==> config.mk <==
export PLATFORM = sky130hd
export DESIGN_NAME = audio_level_meter
export DESIGN_NICKNAME = d
export VERILOG_FILES = /design/src/rtl/audio_meter_pkg.sv /design/src/rtl/level_chan.sv /design/src/rtl/audio_level_meter.sv
export SDC_FILE = /design/constraint.sdc
export NUM_CORES = 1
export LEC_CHECK = 0
export ABC_CLOCK_PERIOD_IN_PS = 3400
export BUFFER_PORTS_ARGS = -buffer_cell sky130_fd_sc_hd__buf_2
export CAP_MARGIN = 20
export CELL_PAD_IN_SITES_DETAIL_PLACEMENT = 0
export CELL_PAD_IN_SITES_GLOBAL_PLACEMENT = 1
export CORE_ASPECT_RATIO = 1.5
export CORE_UTILIZATION = 43
export DETAILED_ROUTE_END_ITERATION = 10
export GPL_TIMING_DRIVEN = 0
export HOLD_SLACK_MARGIN = 0.03
export PLACE_DENSITY_LB_ADDON = 0.08
export SYNTH_ARGS = -nofsm -noshare
export SYNTH_HDL_FRONTEND = slang
export SYNTH_SLANG_ARGS = --single-unit
==> constraint.sdc <==
create_clock -name clk -period 3.4 [get_ports clk]
set_clock_uncertainty 0.15 [all_clocks]
set_input_delay 0.34 -clock clk [delete_from_list [all_inputs] [get_ports clk]]
set_output_delay 0.34 -clock clk [all_outputs]
set_load 0.03 [all_outputs]
==> src/rtl/audio_meter_pkg.sv <==
// Shared defaults and width helpers for the audio level meter.
package audio_meter_pkg;

  localparam int DefSampleW  = 16;
  localparam int DefNumCh    = 2;
  localparam int DefBarW     = 15;
  localparam int DefHoldCyc  = 50_000_000;
  localparam int DefDecayCyc = 1_562_500;
  localparam int DefBlinkW   = 26;

  function automatic int clog2(input int value);
    int result;
    result = 0;
    for (int v = value - 1; v > 0; v = v >> 1) begin
      result++;
    end
    return result;
  endfunction

  // Width of an index/counter that must reach n-1; never narrower than one bit.
  function automatic int idx_w(input int n);
    return (n > 1) ? clog2(n) : 1;
  endfunction

endpackage

==> src/rtl/level_chan.sv <==
// One meter channel: scaled magnitude, peak with hold and decay, sticky clip flag.
module level_chan
  import audio_meter_pkg::*;
#(
  parameter int SAMPLE_W  = DefSampleW,
  parameter int HOLD_CYC  = DefHoldCyc,
  parameter int DECAY_CYC = DefDecayCyc,
  parameter int ScaleW    = 4
) (
  input  logic                clk_i,
  input  logic                rst_ni,
  input  logic                sample_valid_i,
  input  logic                pause_i,
  input  logic                clip_clr_i,
  input  logic [SAMPLE_W-1:0] sample_i,
  input  logic [ScaleW-1:0]   scale_i,
  output logic [SAMPLE_W-2:0] mag_o,
  output logic [SAMPLE_W-2:0] peak_o,
  output logic                clip_o
);

  localparam int MagW   = SAMPLE_W - 1;
  localparam int HoldW  = idx_w(HOLD_CYC);
  localparam int DecayW = idx_w(DECAY_CYC);
  localparam logic [SAMPLE_W-1:0] MinVal   = {1'b1, {MagW{1'b0}}};
  localparam logic [SAMPLE_W-1:0] MaxVal   = {1'b0, {MagW{1'b1}}};
  localparam logic [ScaleW-1:0]   MaxShift = ScaleW'(MagW);

  logic                       take;
  logic                       clip_set;
  logic [ScaleW-1:0]          shamt;
  logic signed [SAMPLE_W-1:0] shifted;
  logic [MagW-1:0]            mag_new;
  logic [MagW-1:0]            peak_shr;
  logic [MagW-1:0]            decay_step;
  logic [MagW-1:0]            mag_q, mag_d;
  logic [MagW-1:0]            peak_q, peak_d;
  logic [HoldW-1:0]           hold_q, hold_d;
  logic [DecayW-1:0]          decay_q, decay_d;
  logic                       clip_q, clip_d;

  assign take     = sample_valid_i & ~pause_i;
  assign clip_set = take & ((sample_i == MaxVal) | (sample_i == MinVal));

  always_comb begin
    shamt   = (scale_i > MaxShift) ? MaxShift : scale_i;
    shifted = $signed(sample_i) >>> shamt;
    if (!shifted[SAMPLE_W-1]) begin
      mag_new = shifted[MagW-1:0];
    end else if ($unsigned(shifted) == MinVal) begin
      mag_new = '1;
    end else begin
      mag_new = MagW'(-shifted);
    end
  end

  always_comb begin
    peak_shr   = peak_q >> 4;
    decay_step = (peak_shr == '0) ? MagW'(1) : peak_shr;
    mag_d      = take ? mag_new : mag_q;
    peak_d     = peak_q;
    hold_d     = hold_q;
    decay_d    = decay_q;
    if (!pause_i) begin
      // A fresh maximum always beats a coincident decay step.
      if (take && (mag_new > peak_q)) begin
        peak_d  = mag_new;
        hold_d  = HoldW'(HOLD_CYC - 1);
        decay_d = '0;
      end else if (hold_q != '0) begin
        hold_d  = hold_q - HoldW'(1);
        decay_d = '0;
      end else if (decay_q == DecayW'(DECAY_CYC - 1)) begin
        decay_d = '0;
        if (peak_q != '0) begin
          peak_d = peak_q - decay_step;
        end
      end else begin
        decay_d = decay_q + DecayW'(1);
      end
    end
    clip_d = clip_set ? 1'b1 : (clip_clr_i ? 1'b0 : clip_q);
  end

  always_ff @(posedge clk_i or negedge rst_ni) begin
    if (!rst_ni) begin
      mag_q   <= '0;
      peak_q  <= '0;
      hold_q  <= '0;
      decay_q <= '0;
      clip_q  <= 1'b0;
    end else begin
      mag_q   <= mag_d;
      peak_q  <= peak_d;
      hold_q  <= hold_d;
      decay_q <= decay_d;
      clip_q  <= clip_d;
    end
  end

  assign mag_o  = mag_q;
  assign peak_o = peak_q;
  assign clip_o = clip_q;

endmodule

==> src/rtl/audio_level_meter.sv <==
// Multi-channel audio level meter: per-channel datapaths, selected-channel bar graph
// with peak marker, sticky clip flags and a blinking pause indicator.
module audio_level_meter
  import audio_meter_pkg::*;
#(
  parameter int SAMPLE_W  = DefSampleW,
  parameter int NUM_CH    = DefNumCh,
  parameter int BAR_W     = DefBarW,
  parameter int HOLD_CYC  = DefHoldCyc,
  parameter int DECAY_CYC = DefDecayCyc,
  parameter int BLINK_W   = DefBlinkW
) (
  input  logic                       clk,
  input  logic                       reset_n,
  input  logic                       sample_valid,
  input  logic [NUM_CH*SAMPLE_W-1:0] sample_data,
  input  logic [clog2(SAMPLE_W)-1:0] scale,
  input  logic [idx_w(NUM_CH)-1:0]   ch_sel,
  input  logic                       pause,
  input  logic                       clip_clr,
  output logic [SAMPLE_W-2:0]        level,
  output logic [BAR_W-1:0]           bar,
  output logic [BAR_W-1:0]           peak_dot,
  output logic [NUM_CH-1:0]          clip,
  output logic                       pause_led
);

  localparam int ScaleW = clog2(SAMPLE_W);
  localparam int SelW   = idx_w(NUM_CH);
  localparam int MagW   = SAMPLE_W - 1;
  localparam int BarLsb = SAMPLE_W - 1 - BAR_W;

  logic [MagW-1:0]    mag [NUM_CH];
  logic [MagW-1:0]    peak [NUM_CH];
  logic [MagW-1:0]    peak_sel;
  logic [BAR_W-1:0]   peak_bar;
  logic [BAR_W-1:0]   bar_q, bar_d;
  logic [BAR_W-1:0]   dot_q, dot_d;
  logic [BLINK_W-1:0] blink_q;

  generate
    for (genvar c = 0; c < NUM_CH; c++) begin : g_chan
      level_chan #(
        .SAMPLE_W (SAMPLE_W),
        .HOLD_CYC (HOLD_CYC),
        .DECAY_CYC(DECAY_CYC),
        .ScaleW   (ScaleW)
      ) u_chan (
        .clk_i         (clk),
        .rst_ni        (reset_n),
        .sample_valid_i(sample_valid),
        .pause_i       (pause),
        .clip_clr_i    (clip_clr),
        .sample_i      (sample_data[c*SAMPLE_W +: SAMPLE_W]),
        .scale_i       (scale),
        .mag_o         (mag[c]),
        .peak_o        (peak[c]),
        .clip_o        (clip[c])
      );
    end
  endgenerate

  always_comb begin
    level    = '0;
    peak_sel = '0;
    for (int c = 0; c < NUM_CH; c++) begin
      if (ch_sel == SelW'(c)) begin
        level    = mag[c];
        peak_sel = peak[c];
      end
    end
  end

  always_comb begin
    for (int i = 0; i < BAR_W; i++) begin
      bar_d[i]    = (level >> (BarLsb + i)) != '0;
      peak_bar[i] = (peak_sel >> (BarLsb + i)) != '0;
    end
    // The peak bar is a thermometer, so its top set bit is where it differs from its own shift.
    dot_d = peak_bar & ~(peak_bar >> 1);
  end

  always_ff @(posedge clk or negedge reset_n) begin
    if (!reset_n) begin
      bar_q   <= '0;
      dot_q   <= '0;
      blink_q <= '0;
    end else begin
      bar_q   <= bar_d;
      dot_q   <= dot_d;
      blink_q <= blink_q + BLINK_W'(1);
    end
  end

  assign bar       = bar_q;
  assign peak_dot  = dot_q;
  assign pause_led = pause & blink_q[BLINK_W-1];

endmodule

==> impl_metrics.tcl, run 1 <==
set metrics [dict create \
    async_flop_share 1.00 \
    top_usage_layer "met2" \
    p_per_area_mw_per_mm2 581 \
    cap_violations 0 \
    ys_warn_count 0 \
    timing.final.hold_violations 0 \
    grt_use_total 0.286 \
    wl_per_cell_um 21.4 \
    vias_per_cell 5.85 \
    drt-pass1-iter-count 8 \
    portBuffers 85 \
    ys_seq_area_frac 0.364 \
    setup_viol 124 \
    stdcell_count 2313 \
    synth_area_per_cell_um2 8.78 \
    critPathCaptureType "flip-flop" \
    timing.slew.headroom 0.222 \
    synth-edff-count 0 \
    synth_nets 1763 \
    start_kind "primary input" \
    finalMaxSlewViolations 0 \
    gp_congestion 0.925 \
    grtUsageMet2 0.564 \
    timing.final.ws_setup_ns -1.34 \
    endpoint "g_chan[1].u_chan.hold_q[23]" \
    die_x_um 152 \
    grt_pass1_vias 14000 \
    grt_max_degree 109 \
    status "complete, but fails checks" \
    clkSlewWorstSetupHoldPaths_ns 0.06 \
    ir_drop_mv 0.512 \
    grt_pass1_wl_um 76700 \
    routed_wl_um 49400 \
    r2r-end "g_chan[1].u_chan.hold_q[2]" \
    crit_required_ns 3.67 \
    synth_ff_type "dfrtp_1" \
    die_area_mm2 0.0346 \
    crit_path_start "scale[1]" \
    final_nets 1978 \
    fin_util 0.572 \
    antenna_found_initial 0 \
    synth.area.top_cells "dfrtp_1, ha_1, nand2_1, mux4_2, xnor2_1" \
    cts_root_buf "clkbuf_16" \
    r2r_slack_ns -0.85 \
    use_met3 0.0274 \
    ios 90 \
    fin_crit_sh 1.39 \
    post-dp-hpwl_um 35800 \
    fp.dieH_um 227 \
    synth_cell_type_count 85 \
    final_layout_size_suffix_gt1_frac 0.274 \
    synthCells 1660 \
    hp-class "in2reg" \
    reg2reg_depth 11 \
    grt.overflow.total 0 \
    routed-via-count 13500 \
    clock-sinks 212 \
    max_freq_mhz 211 \
    clock_latency_ns 0.54 \
    post-route-min-period_ns 4.74 \
    cts_tree "built" \
    synth_top_area_cell "dfrtp_1" \
    drtIter0Drc 580 \
    synthesis.area_mm2 0.0146 \
    cts_buffers 25 \
    leakagePower_uw 0.00810 \
    yosys.area.top_type_share 0.364 \
    antenna_cells 0 \
    violations "DRC, setup timing" \
    cts_buffer_depth 3 \
    path_max_fanout 8 \
    grt_use_met1 0.285 \
    worstMarginPinSlew_ns 1.17 \
    ant_nets 0 \
    place_inst 2166 \
    final_common_cell "dfrtp_1" \
    core-area_mm2 0.0333 \
    ys_ff_latch 212 \
    layout_common_cells "dfrtp_1, nand2_1, nor2_1" \
    fp-row-count 82 \
    timing.rr.start "g_chan[1].u_chan.hold_q[0]" \
    rsz0062_at_grt "true" \
    initial_core_util 0.437 \
    crit_type "in2reg" \
    fin_tns_setup_ns -135.65 \
    drc_errors 6 \
    area_growth_pct 30.9 \
    htree_num_levels 1 \
    critPathArrivalTime_ns 5.01 \
]
synth_stat cells (5+ instances only):
library cell / number
nand3_1: 44
nand4b_1: 5
ha_1: 59
dfrtp_1: 212
a21o_1: 15
a211oi_1: 21
nor3_1: 57
mux2i_1: 49
mux2_2: 21
a31oi_1: 37
mux4_2: 25
o31ai_1: 7
or2_2: 10
nand2_1: 161
nor2_1: 135
nand2b_1: 27
buf_1: 10
o211ai_1: 17
nand4_1: 24
o21ai_0: 66
a2111oi_0: 12
buf_2: 14
a31o_2: 8
xnor2_1: 61
and2_1: 12
clkbuf_1: 56
o21a_1: 11
xor2_1: 33
or4_1: 10
and4_1: 7
o22ai_1: 5
inv_1: 109
nor4_1: 29
nor4b_1: 7
a21oi_1: 69
o21ai_1: 54
nor3b_1: 7
or3_1: 29
nor2b_1: 19
o2111ai_1: 7
and3_1: 27
final cells by class:
cell class | count | area (um2)
fillers | 2975 | 14300
multi-input cells | 1249 | 9600
flip-flops and latches | 212 | 5310
repair buffers | 191 | 1550
plain buffers | 83 | 880
clock buffers | 40 | 742
well taps | 420 | 526
inverters | 113 | 428
clock inverters | 5 | 55.1
what timing repair did:
item,4_1_cts,5_1_grt
setup endpoints to repair,142,125
pin swaps,53,42
buffers inserted,73,21
hold endpoints to repair,110,0
resized for setup,177,95
hold buffers,3,0
cloned,11,2
sequential cells by signal, summed over array words and instances (netlist names):
name	cells
g_chan.u_chan.hold_q	52
g_chan.u_chan.decay_q	42
g_chan.u_chan.clip_o	2
peak_dot	15
bar	15
g_chan.u_chan.mag_o	30
g_chan.u_chan.peak_o	30
blink_q	26
stage by stage:
step           power, uW  hold slack [ns]  instance area (um2)  setup WS (ns)
6_report           11100           0.0744                19100          -1.34
3_5_place_dp        7670            0.303                16100          -2.86
2_1_floorplan       6410           -0.106                15100          -1.51
5_1_grt            11800           0.0936                19100          -1.48
4_1_cts            10900           0.0587                18500          -1.30
3_3_place_gp        7620            0.297                16100          -2.87
report_power, final:
part	internal (uW)	leakage [uW]	switching [uW]
Combinational	2170	0.00511	2830
Clock	1560	0.000384	1110
Sequential	2880	0.00261	526
Total	6610	0.00810	4470
logic make-up (layout without fill, tap and decap cells):
group / after synthesis / after routing / share of synthesized area
flip-flops: 212 / 212 / 0.364
multiplexers: 95 / 95 / 0.0885
adder cells (fa/ha/maj): 61 / 61 / 0.0534
AO/OA/AOI/OAI: 375 / 375 / 0.167
XOR/XNOR: 94 / 94 / 0.0565
buffers and inverters: 199 / 432 / 0.0548
AND/OR/NAND/NOR: 624 / 624 / 0.216
routing by layer:
metal | routed length (um) | part of all wire
met2 | 26700 | 0.54
met5 | 0 | 0
met1 | 17800 | 0.36
met3 | 1570 | 0.032
met4 | 3250 | 0.066
worst max-delay path, stage by stage:
cell and delay [ns]:
buf_8 0.10, buf_12 0.12, buf_12 0.13, nor2_2 0.40, mux2i_2 0.42, o21ai_0 0.23
or3_1 0.37, buf_6 0.16, o41ai_4 0.24, xor2_1 0.13, a21boi_2 0.22, inv_2 0.07
ha_4 0.26, and3_4 0.18, nand4_1 0.21, o31ai_4 0.30, o21ai_4 0.11, buf_8 0.15
a2111oi_4 0.41, clkbuf_8 0.24, and4_1 0.17, nor2_1 0.04
worst min path at each step:
stage	depth (start not counted)	from	to
after global placement	1	blink_q[21]	blink_q[21]
after floorplan	0	reset_n	bar[0]
after detailed placement	1	blink_q[25]	blink_q[25]
final	3	ch_sel	bar[13]
after global routing	3	ch_sel	bar[13]
after CTS	3	ch_sel	bar[13]
No activity file was read; power rests on OpenSTA's default activity.
==> run 2: changes to the inputs <==
--- a/config.mk
+++ b/config.mk
@@ -8,7 +8,7 @@
 export ABC_CLOCK_PERIOD_IN_PS = 3400
 export BUFFER_PORTS_ARGS = -buffer_cell sky130_fd_sc_hd__buf_2
 export CAP_MARGIN = 20
-export CELL_PAD_IN_SITES_DETAIL_PLACEMENT = 0
+export CELL_PAD_IN_SITES_DETAIL_PLACEMENT = 1
 export CELL_PAD_IN_SITES_GLOBAL_PLACEMENT = 1
 export CORE_ASPECT_RATIO = 1.5
 export CORE_UTILIZATION = 43
==> impl_metrics.tcl, run 2 (synthesis results as in run 1) <==
set metrics [dict create \
    status "complete, but fails checks" \
    violations "DRC, setup timing" \
    timing.final.hold_violations 0 \
    leakagePower_uw 0.00841 \
    cts_buffers 25 \
    cap_violations 0 \
    fp-row-count 82 \
    nFillCells 3684 \
    antenna_found_initial 1 \
    p_per_area_mw_per_mm2 611 \
    post-dp-hpwl_um 38300 \
    largest_register "g_chan.u_chan.hold_q" \
    reg.largest.list "g_chan.u_chan.hold_q (52), g_chan.u_chan.decay_q (42)" \
    worstMarginPinSlew_ns 1.22 \
    max_freq_mhz 207 \
    dp_slack_ns -2.97 \
    die_x_um 152 \
    final_layout_size_suffix_gt1_frac 0.308 \
    clock-sinks 212 \
    grt_pass1_wl_um 86700 \
    routed-via-count 14300 \
    grt_pass1_vias 15800 \
    fin_tns_setup_ns -152.76 \
    fin_util 0.592 \
    fp.dieH_um 227 \
    reg2reg_depth 11 \
    crit_required_ns 3.68 \
    gp_congestion 0.925 \
    core-area_mm2 0.0333 \
    hp-class "in2reg" \
    ir_drop_mv 0.413 \
    largest_reg_flops 52 \
    hold_depth 3 \
    antenna_cells 0 \
    cts_buffer_depth 3 \
    cts_root_buf "clkbuf_16" \
    critPathCaptureType "flip-flop" \
    drt-pass1-iter-count 7 \
    critPathArrivalTime_ns 5.12 \
    grt_max_degree 109 \
    multiInputGateArea_mm2 0.00982 \
    finalMaxSlewViolations 0 \
    clock_latency_ns 0.55 \
    ant_nets 0 \
    vias_per_cell 6.08 \
    cts_tree "built" \
    die_area_mm2 0.0346 \
    finalPower_uw 12100 \
    drc_errors 7 \
    final_nets 2011 \
    htree_num_levels 1 \
    clkSlewWorstSetupHoldPaths_ns 0.06 \
    grt_use_total 0.322 \
    initial_core_util 0.437 \
    stdcell_count 2347 \
    crit_type "in2reg" \
    start_kind "primary input" \
    setup_viol 124 \
    portBuffers 85 \
    rsz0062_at_grt "true" \
    layout_common_cells "dfrtp_1, nand2_1, nor2_1" \
    timing.final.ws_setup_ns -1.44 \
    wl_per_cell_um 24.2 \
    fin_crit_sh 1.42 \
    path_max_fanout 10 \
    final_common_cell "dfrtp_1" \
    final-seq-area_mm2 0.00531 \
    area_growth_pct 35.4 \
    place_inst 2166 \
    timing.slew.headroom 0.186 \
    ios 90 \
    routed_wl_um 56800 \
    drtIter0Drc 531 \
    post-route-min-period_ns 4.84 \
    grt.overflow.total 0 \
]
[run 2: changes by cell type in the layout (fill, tap and decap cells not counted), sizes merged]
cell | previous run | this run
buf | 213 | 252
clkbuf | 98 | 87
bufinv | 1 | 7
clkinvlp | 3 | 1
clkinv | 4 | 5
inv | 110 | 111
[run 2: path summary, 6_finish.rpt]
check                                           start                           to  slack [ns]
max                                          scale[3]  g_chan[1].u_chan.hold_q[23]       -1.44
min                                            ch_sel                      bar[13]        0.11
max reg2reg                g_chan[1].u_chan.hold_q[0]   g_chan[1].u_chan.hold_q[2]       -0.89
min reg2reg                               blink_q[25]                  blink_q[25]        0.31
max in group asynchronous                     reset_n   g_chan[0].u_chan.peak_o[9]        1.75
min in group asynchronous                     reset_n                   blink_q[8]        0.30
[run 2: metrics by stage]
step / hold slack, ns / cell area [um2]
finish: 0.113 / 19700
global route: 0.132 / 19700
CTS: 0.0852 / 19000
detailed placement: 0.305 / 16100
global placement: 0.297 / 16100
floorplan: -0.106 / 15100
[run 2: final cells by class]
| type | instances | area share |
|---|---|---|
| Sequential cell | 212 | 0.269 |
| Inverter | 113 | 0.0217 |
| Clock inverter | 11 | 0.0120 |
| Tap cell | 420 | 0.0266 |
| Timing Repair Buffer | 226 | 0.0943 |
| Multi-Input combinational cell | 1249 | 0.498 |
| Clock buffer | 35 | 0.0356 |
| Buffer | 81 | 0.0434 |
[run 2: report_power, final]
group          leakage [uW]  switching, uW  total (uW)  internal (uW)
clock network      0.000459           1160        3130           1970
registers           0.00261            562        3440           2880
logic               0.00534           3140        5500           2360
[run 2: metal layers]
layer	vias up	part of all wire	GRT usage
li1	6467	-	-
met1	7169	0.34	0.304
met2	425	0.55	0.635
met3	218	0.033	0.0367
met4	2	0.080	0.248
met5	-	0.00014	0
[run 2: repair_timing]
item	in CTS	in global routing
resized for setup	209	147
setup endpoints to repair	142	126
cloned	11	2
pin swaps	75	70
buffers inserted	95	34
hold buffers	3	0
endpoints found under the hold margin	110	0
[run 2: critical path: stages]
cell	delay (ns)
buf_2	0.11
clkbuf_4	0.22
clkbuf_8	0.23
buf_6	0.18
o211ai_1	0.16
a31oi_2	0.31
inv_1	0.08
ha_1	0.23
nand2_2	0.20
nor3b_4	0.09
and2_4	0.20
buf_4	0.14
a211oi_2	0.32
inv_1	0.08
ha_1	0.29
and3_1	0.16
nand4_1	0.21
o31ai_4	0.31
o21ai_4	0.14
buf_8	0.16
a2111oi_4	0.46
clkbuf_8	0.25
and4_1	0.19
nor2_1	0.05
